--- config.mk ---
export PLATFORM = sky130hd
export DESIGN_NAME = vga_timing_ctrl
export DESIGN_NICKNAME = d
export VERILOG_FILES = /design/src/rtl/vga_timing_ctrl.sv
export SDC_FILE = /design/constraint.sdc
export NUM_CORES = 1
export LEC_CHECK = 0
export ABC_AREA = 1
export CORE_UTILIZATION = 50
export DETAILED_ROUTE_END_ITERATION = 10
export HOLD_SLACK_MARGIN = 0.03
export PLACE_DENSITY = 0.74
export REMOVE_ABC_BUFFERS = 1
export SLEW_MARGIN = 10
export SYNTH_ARGS = -nofsm -noshare
export SYNTH_HDL_FRONTEND = slang
export SYNTH_SLANG_ARGS = --single-unit
--- constraint.sdc ---
create_clock -name clk -period 2.2 [get_ports clk]
set_input_delay 0.22 -clock clk [delete_from_list [all_inputs] [get_ports clk]]
set_output_delay 0.22 -clock clk [all_outputs]
set_load 0.02 [all_outputs]
--- src/rtl/vga_timing_ctrl.sv ---
// vga_timing_ctrl: VGA sync, blanking and active-pixel coordinate generator.
// Define VGA_PIXEL_DIV_EN to advance on every 2nd clk (e.g. 50 MHz clk -> 25 MHz pixel).
module vga_timing_ctrl #(
    parameter int H_SYNC   = 96,
    parameter int H_BP     = 48,
    parameter int H_ACTIVE = 640,
    parameter int H_FP     = 16,
    parameter int V_SYNC   = 2,
    parameter int V_BP     = 33,
    parameter int V_ACTIVE = 480,
    parameter int V_FP     = 10
) (
    input  logic       clk,
    input  logic       rst_n,
    input  logic       run,
    output logic       hs_n,
    output logic       vs_n,
    output logic       video_on,
    output logic [9:0] x,
    output logic [9:0] y,
    output logic       line_start,
    output logic       frame_start
);
    localparam logic [9:0] H_SYNC_END = 10'(H_SYNC - 1);
    localparam logic [9:0] H_BP_END   = 10'(H_SYNC + H_BP - 1);
    localparam logic [9:0] H_ACT_END  = 10'(H_SYNC + H_BP + H_ACTIVE - 1);
    localparam logic [9:0] H_LAST     = 10'(H_SYNC + H_BP + H_ACTIVE + H_FP - 1);
    localparam logic [9:0] H_ORG      = 10'(H_SYNC + H_BP);
    localparam logic [9:0] V_SYNC_END = 10'(V_SYNC - 1);
    localparam logic [9:0] V_BP_END   = 10'(V_SYNC + V_BP - 1);
    localparam logic [9:0] V_ACT_END  = 10'(V_SYNC + V_BP + V_ACTIVE - 1);
    localparam logic [9:0] V_LAST     = 10'(V_SYNC + V_BP + V_ACTIVE + V_FP - 1);
    localparam logic [9:0] V_ORG      = 10'(V_SYNC + V_BP);

    typedef enum logic [1:0] {H_SYNC_S, H_BP_S, H_ACT_S, H_FP_S} h_state_t;
    typedef enum logic [1:0] {V_SYNC_S, V_BP_S, V_ACT_S, V_FP_S} v_state_t;

    logic [9:0] hcount, vcount, hcount_nx, vcount_nx;
    h_state_t   h_state, h_state_nx;
    v_state_t   v_state, v_state_nx;
    logic       tick, adv, h_wrap, v_wrap, line_adv, act_nx;

`ifdef VGA_PIXEL_DIV_EN
    logic phase;
    always_ff @(posedge clk or negedge rst_n)
        if (!rst_n) phase <= 1'b0;
        else        phase <= ~phase;
    assign tick = phase;
`else
    assign tick = 1'b1;
`endif

    assign adv      = tick & run;
    assign h_wrap   = hcount == H_LAST;
    assign v_wrap   = vcount == V_LAST;
    assign line_adv = adv & h_wrap;

    // Outputs are decoded from next-state values so they line up with the registered counters.
    always_comb begin
        hcount_nx  = adv ? (h_wrap ? 10'd0 : hcount + 10'd1) : hcount;
        vcount_nx  = line_adv ? (v_wrap ? 10'd0 : vcount + 10'd1) : vcount;
        h_state_nx = h_state;
        v_state_nx = v_state;
        if (adv)
            case (h_state)
                H_SYNC_S: if (hcount == H_SYNC_END) h_state_nx = H_BP_S;
                H_BP_S:   if (hcount == H_BP_END)   h_state_nx = H_ACT_S;
                H_ACT_S:  if (hcount == H_ACT_END)  h_state_nx = H_FP_S;
                H_FP_S:   if (h_wrap)               h_state_nx = H_SYNC_S;
            endcase
        if (line_adv)
            case (v_state)
                V_SYNC_S: if (vcount == V_SYNC_END) v_state_nx = V_BP_S;
                V_BP_S:   if (vcount == V_BP_END)   v_state_nx = V_ACT_S;
                V_ACT_S:  if (vcount == V_ACT_END)  v_state_nx = V_FP_S;
                V_FP_S:   if (v_wrap)               v_state_nx = V_SYNC_S;
            endcase
        act_nx = (h_state_nx == H_ACT_S) && (v_state_nx == V_ACT_S);
    end

    always_ff @(posedge clk or negedge rst_n) begin
        if (!rst_n) begin
            hcount      <= 10'd0;
            vcount      <= 10'd0;
            h_state     <= H_SYNC_S;
            v_state     <= V_SYNC_S;
            hs_n        <= 1'b0;
            vs_n        <= 1'b0;
            video_on    <= 1'b0;
            x           <= 10'd0;
            y           <= 10'd0;
            line_start  <= 1'b0;
            frame_start <= 1'b0;
        end else begin
            hcount      <= hcount_nx;
            vcount      <= vcount_nx;
            h_state     <= h_state_nx;
            v_state     <= v_state_nx;
            hs_n        <= h_state_nx != H_SYNC_S;
            vs_n        <= v_state_nx != V_SYNC_S;
            video_on    <= act_nx;
            x           <= act_nx ? hcount_nx - H_ORG : 10'd0;
            y           <= act_nx ? vcount_nx - V_ORG : 10'd0;
            line_start  <= line_adv;
            frame_start <= line_adv & v_wrap;
        end
    end
endmodule
# After elaboration in Yosys (flattened, before gate mapping)

Cells that the tools add are included.

Bits in registers: 49

$add $sub $neg: 4
Equality and inequality tests: 16
Muxes and demuxes: 18
Bitwise gates (word level): 2
Reductions and logical operators: 5

Operators by type and width:

| operator              | count |
|---|---|
| $mux 10               | 6 |
| $eq 10x10->1 const B  | 4 |
| $add 10x1->10 const B | 2 |
| $mux 2                | 10 |
| $pmux 2 s4            | 2 |
| $eq 2x2->1 const B    | 6 |
| $eq 10x1->1 const B   | 1 |
| $eq 10x6->1 const B   | 1 |
| $eq 10x7->1 const B   | 1 |
| $eq 10x8->1 const B   | 1 |
| $sub 10x6->10 const B | 1 |
| $sub 10x8->10 const B | 1 |
| $eq 2x1->1 const B    | 2 |
| $logic_not 2->1       | 2 |
| $reduce_bool 2->1     | 2 |
| $and 1x1->1           | 2 |
| $logic_and 1x1->1     | 1 |

# Longest topological paths before layout

Word-level depth: 7
Depth in mapped cells: 15
Depth with buffers taken out: 15

# Worst setup path before layout

No wires, ideal clock.

Path kind: register to register
Start point: register hcount[0]
End point: register y[4]
Arrival: 1.943 ns
Path slack: 0.134 ns
Stages on the path, launching flop included: 14
Buffers on the path: 0
Clock period less this slack: 2.066 ns
Cells stage by stage: dfrtp_1 > ha_1 > nand2_1 > nor2_2 > nand4_2 > inv_1 > nand2_1 > nand2_1 > inv_1 > ha_1 > inv_1 > nand3_1 > xor2_1 > nor2_4

Elaborated cells between the ends (all ways): 18
Classes of those cells: 1 x add/sub; 6 x eq/ne; 9 x mux; 1 x bitwise; 1 x reduce/logical

RTL lines:

| what                     | line | text |
|---|---|---|
| start: declaration       | 38   | `logic [9:0] hcount, vcount, hcount_nx, vcount_nx;` |
| start signal: assignment | 95   | `hcount <= hcount_nx;` |
| $eq 10x10->1             | 54   | `assign h_wrap = hcount == H_LAST;` |
| $and 1x1->1              | 56   | `assign line_adv = adv & h_wrap;` |
| $mux 10                  | 61   | `vcount_nx = line_adv ? (v_wrap ? 10'd0 : vcount + 10'd1) : vcount;` |
| named net vcount_nx[0]   | 38   |  |
| $sub 10x6->10            | 103  | `y <= act_nx ? vcount_nx - V_ORG : 10'd0;` |
| $mux 10                  | 103  |  |
| end signal: assignment   | 103  |  |
| end: declaration         | 20   | `output logic [9:0] y,` |

The timed path passes the listed nets, and every way through them passes these cells.

# Final worst setup path

Start point: register hcount[0]
End point: register x[8]

Longest elaborated chain between the ends: 7
Elaborated cells between the ends (all ways): 20
Classes of those cells: 2 x add/sub; 6 x eq/ne; 10 x mux; 1 x bitwise; 1 x reduce/logical

Ends and longest elaborated chain:

| what                                                                  | line | text |
|---|---|---|
| parallel branches: the longest is 6 deep, another holds $add 10x1->10 | n/a  |  |
| $mux 10 (*)                                                           | 102  | `x <= act_nx ? hcount_nx - H_ORG : 10'd0;` |
| end signal: assignment                                                | 102  |  |
| end: declaration                                                      | 19   | `output logic [9:0] x,` |

Every way passes the cells marked *.

==> qor.yml <==
run_status:
  outcome: "completed"
power_and_ir_drop:
  powerDensity_nw_per_um2: 692.9
  p_sw_uw: 896.2
  seqPwrFrac: 0.462
  p_comb_frac: 0.320
  p_leak_uw: 0.001721
  netSwitchingFraction: 0.3763
  clkPwrFrac: 0.219
  p_int_uw: 1485
  vdd_drop_max_v: 0.0003386
  p_total_uw: 2382
placed_design:
  pre_cts_slack_ns: -0.1557
  portBuffers: 27
  hpwlAfterDp_mm: 4.609
  gp_congestion: 0.9697
clock_tree:
  cts.sinks: 49
  clockBufferDepth: 2
  htreeDepth: 2
  clk_latency_ns: 0.30
  clk_pin_slew_ns: 0.09
  clockRootBuffer: "clkbuf_8"
  cts_inserted_buffers: 5
  cts_tree: "yes"
timing:
  setup_violations: 0
  fin_ws_ns: 0.1070
  layout_min_cycle_time_ns: 2.093
  rsz0062_at_grt: "true"
  worst-slew-pin-transition_ns: 0.5946
  max_slew_margin: 0.6036
  max_freq_ghz: 0.4778
  hold_viol_final: 0
  fin_crit_sh: 0.9513
  holdWs_ns: 0.5318
  fin_skew_ns: 0.008483
  slew_violations: 0
synthesis:
  syn-cell-area_um2: 2789
  ys_seq_elements: 49
  netlist_instances: 356
  avgSynthCellArea_um2: 7.834
  synth.area.top_cells: "dfrtp_1 44%, nand2_1 12%, inv_1 7.0%"
  synth_ff_type: "dfrtp_1"
  ys_seq_area_frac: 0.4397
  ys_warn_count: 0
  ys_types: 34
  synth-edff-count: 0
  synth_top_cell_area_share: 0.4397
  synth_area_leader_cell: "dfrtp_1"
  async_flop_share: 1.000
global_routing:
  grt_start_max_net_pins: 50
  grt_pass1_wl_mm: 10.55
  grt_pass1_vias: 2500
  antenna_found_initial: 0
  grtUsageTotal: 0.2258
  grt-ovfl-total: 0
floorplanning:
  core_um2: 5238
  fp.dieW_um: 76.69
  dieArea_um2: 5881
  die-height_um: 76.69
  boundaryPins: 28
  num_rows: 26
  initial_core_util: 0.5325
job:
  cap_violations: 0
critical_path:
  reg2reg_to: "x[8]$_DFF_PN0_"
  path_class: "reg -> reg"
  worstReg2RegStart: "hcount[0]$_DFF_PN0_"
  critPathMaxFanout: 7
  rr_worst_depth: 11
  critPathLaunch: "hcount[0]$_DFF_PN0_"
  endpoint_kind: "flip-flop"
  cp_data_arrival_time_ns: 2.29
  crit_path_start_kind: "flip-flop"
  required_ns: 2.40
  cp-endpoint: "x[8]$_DFF_PN0_"
  r2r_slack_ns: 0.11
detailed_routing:
  drc: 0
  drt_iter0_drc: 119
  wirelength_mm: 5.977
  num_vias: 2399
  via_per_inst: 5.029
  dr.pass1.iters: 4
  wl_per_cell_um: 12.53
  postRouteAntennaNets: 0
hold_path:
  hold_path.class: "in -> async"
layout:
  area_delta_synth_final_pct: 23.24
  drive_above_1_share: 0.1892
  diodes: 0
  final_util: 0.6562
  nNetsFinal: 416
layout by cell type (no fill, tap or decap), types with 3 or more instances in the layout:
master	count
nand2_1	85
inv_1	50
dfrtp_1	49
nor2_1	43
nand3_1	29
clkdlybuf4s50_1	26
buf_4	17
nor2_4	11
xor2_1	10
inv_2	7
nor3_1	7
nor2_2	6
ha_1	6
nand2_2	5
o21ai_0	5
a21oi_1	5
nand4_1	5
clkbuf_8	5
or2_2	4
o21ai_1	3
state kept, by name, indices dropped and copies added (netlist names):
name / cells
h_state: 2
x: 10
vcount: 10
y: 10
video_on: 1
hs_n: 1
frame_start: 1
hcount: 10
line_start: 1
vs_n: 1
v_state: 2
cells by family (layout without fill, tap and decap cells):
kind of cell | Yosys count | in the layout | share of synthesized area
AOI/OAI and AO/OA | 20 | 20 | 0.04262
xor gates and xnor gates | 12 | 12 | 0.03768
adders and majority gates | 7 | 7 | 0.03140
buffers and inverters | 63 | 114 | 0.09422
DFF | 49 | 49 | 0.4397
and+or+nand+nor | 205 | 205 | 0.3544
cells in the mapped netlist (2+ instances only):
| library cell | number |
|---|---|
| nor2_4 | 10 |
| inv_1 | 52 |
| ha_1 | 7 |
| xor2_1 | 12 |
| nand2_1 | 86 |
| nor3_1 | 8 |
| a21oi_1 | 6 |
| o21ai_1 | 3 |
| inv_2 | 5 |
| nand3_1 | 30 |
| o21ai_2 | 2 |
| nor2_2 | 5 |
| o21bai_1 | 2 |
| nand4_1 | 5 |
| nor2_1 | 45 |
| dfrtp_1 | 49 |
| buf_2 | 2 |
| or2_2 | 4 |
| o21ai_0 | 5 |
| nand2_2 | 4 |
per-layer routing:
metal,part of all wire,GRT usage
met3,0.037,0.04762
met2,0.53,0.4179
met1,0.41,0.2403
met4,0.026,0.1115
met5,0,0
power groups by stage:
stage | combinational (µW) | clock [µW] | sequential (µW)
after global routing | 849 | 571 | 1110
after floorplan | 509 | 0 | 1090
after CTS | 701 | 544 | 1090
after global placement | 653 | 0 | 1100
after detailed placement | 681 | 0 | 1110
final | 761 | 521 | 1100
worst max-delay path, stage by stage (launching register included):
cell and delay (ns):
dfrtp_1 0.40, ha_4 0.17, nand3_2 0.10, nor2_4 0.15, nand3_4 0.15, buf_4 0.22
nand3_1 0.15, ha_1 0.21, nand2_1 0.06, nand2_1 0.11, xor2_2 0.21, nor2_4 0.06
final cells by class:
class | instances | area [µm²]
Timing Repair Buffer | 47 | 442.9
Fill cell | 436 | 1800
Sequential cell | 49 | 1226
Inverter | 59 | 226.5
Clock inverter | 2 | 15.01
Multi-Input combinational cell | 244 | 1366
Clock buffer | 6 | 72.57
Tap cell | 70 | 87.58
metrics by stage:
step	setup TNS [ns]	area (µm²)	std cells
after floorplan	0	2751	352
after global placement	-0.05130	3249	465
after detailed placement	-0.3286	3249	465
after CTS	0	3354	474
after global routing	-0.01507	3437	477
final	0	3437	477
worst min-delay path by stage:
stage	startpoint	endpoint	slack [ns]	cells after the start
floorplan	rst_n	frame_start$_DFF_PN0_	-0.08	0
global placement	rst_n	line_start$_DFF_PN0_	0.35	2
detailed placement	rst_n	x[5]$_DFF_PN0_	0.35	2
CTS	rst_n	x[5]$_DFF_PN0_	0.55	3
global route	rst_n	line_start$_DFF_PN0_	0.60	3
finish	rst_n	x[5]$_DFF_PN0_	0.53	3
timing repair:
item                                    in CTS  in global routing
buffers inserted                             0                  3
hold buffers                                 1                  0
endpoints found under the setup margin       1                 18
hold endpoints to repair                    39                  0
gates resized for setup                      1                 15
pin swaps                                    0                  1
(Power assumes the default switching activity.)
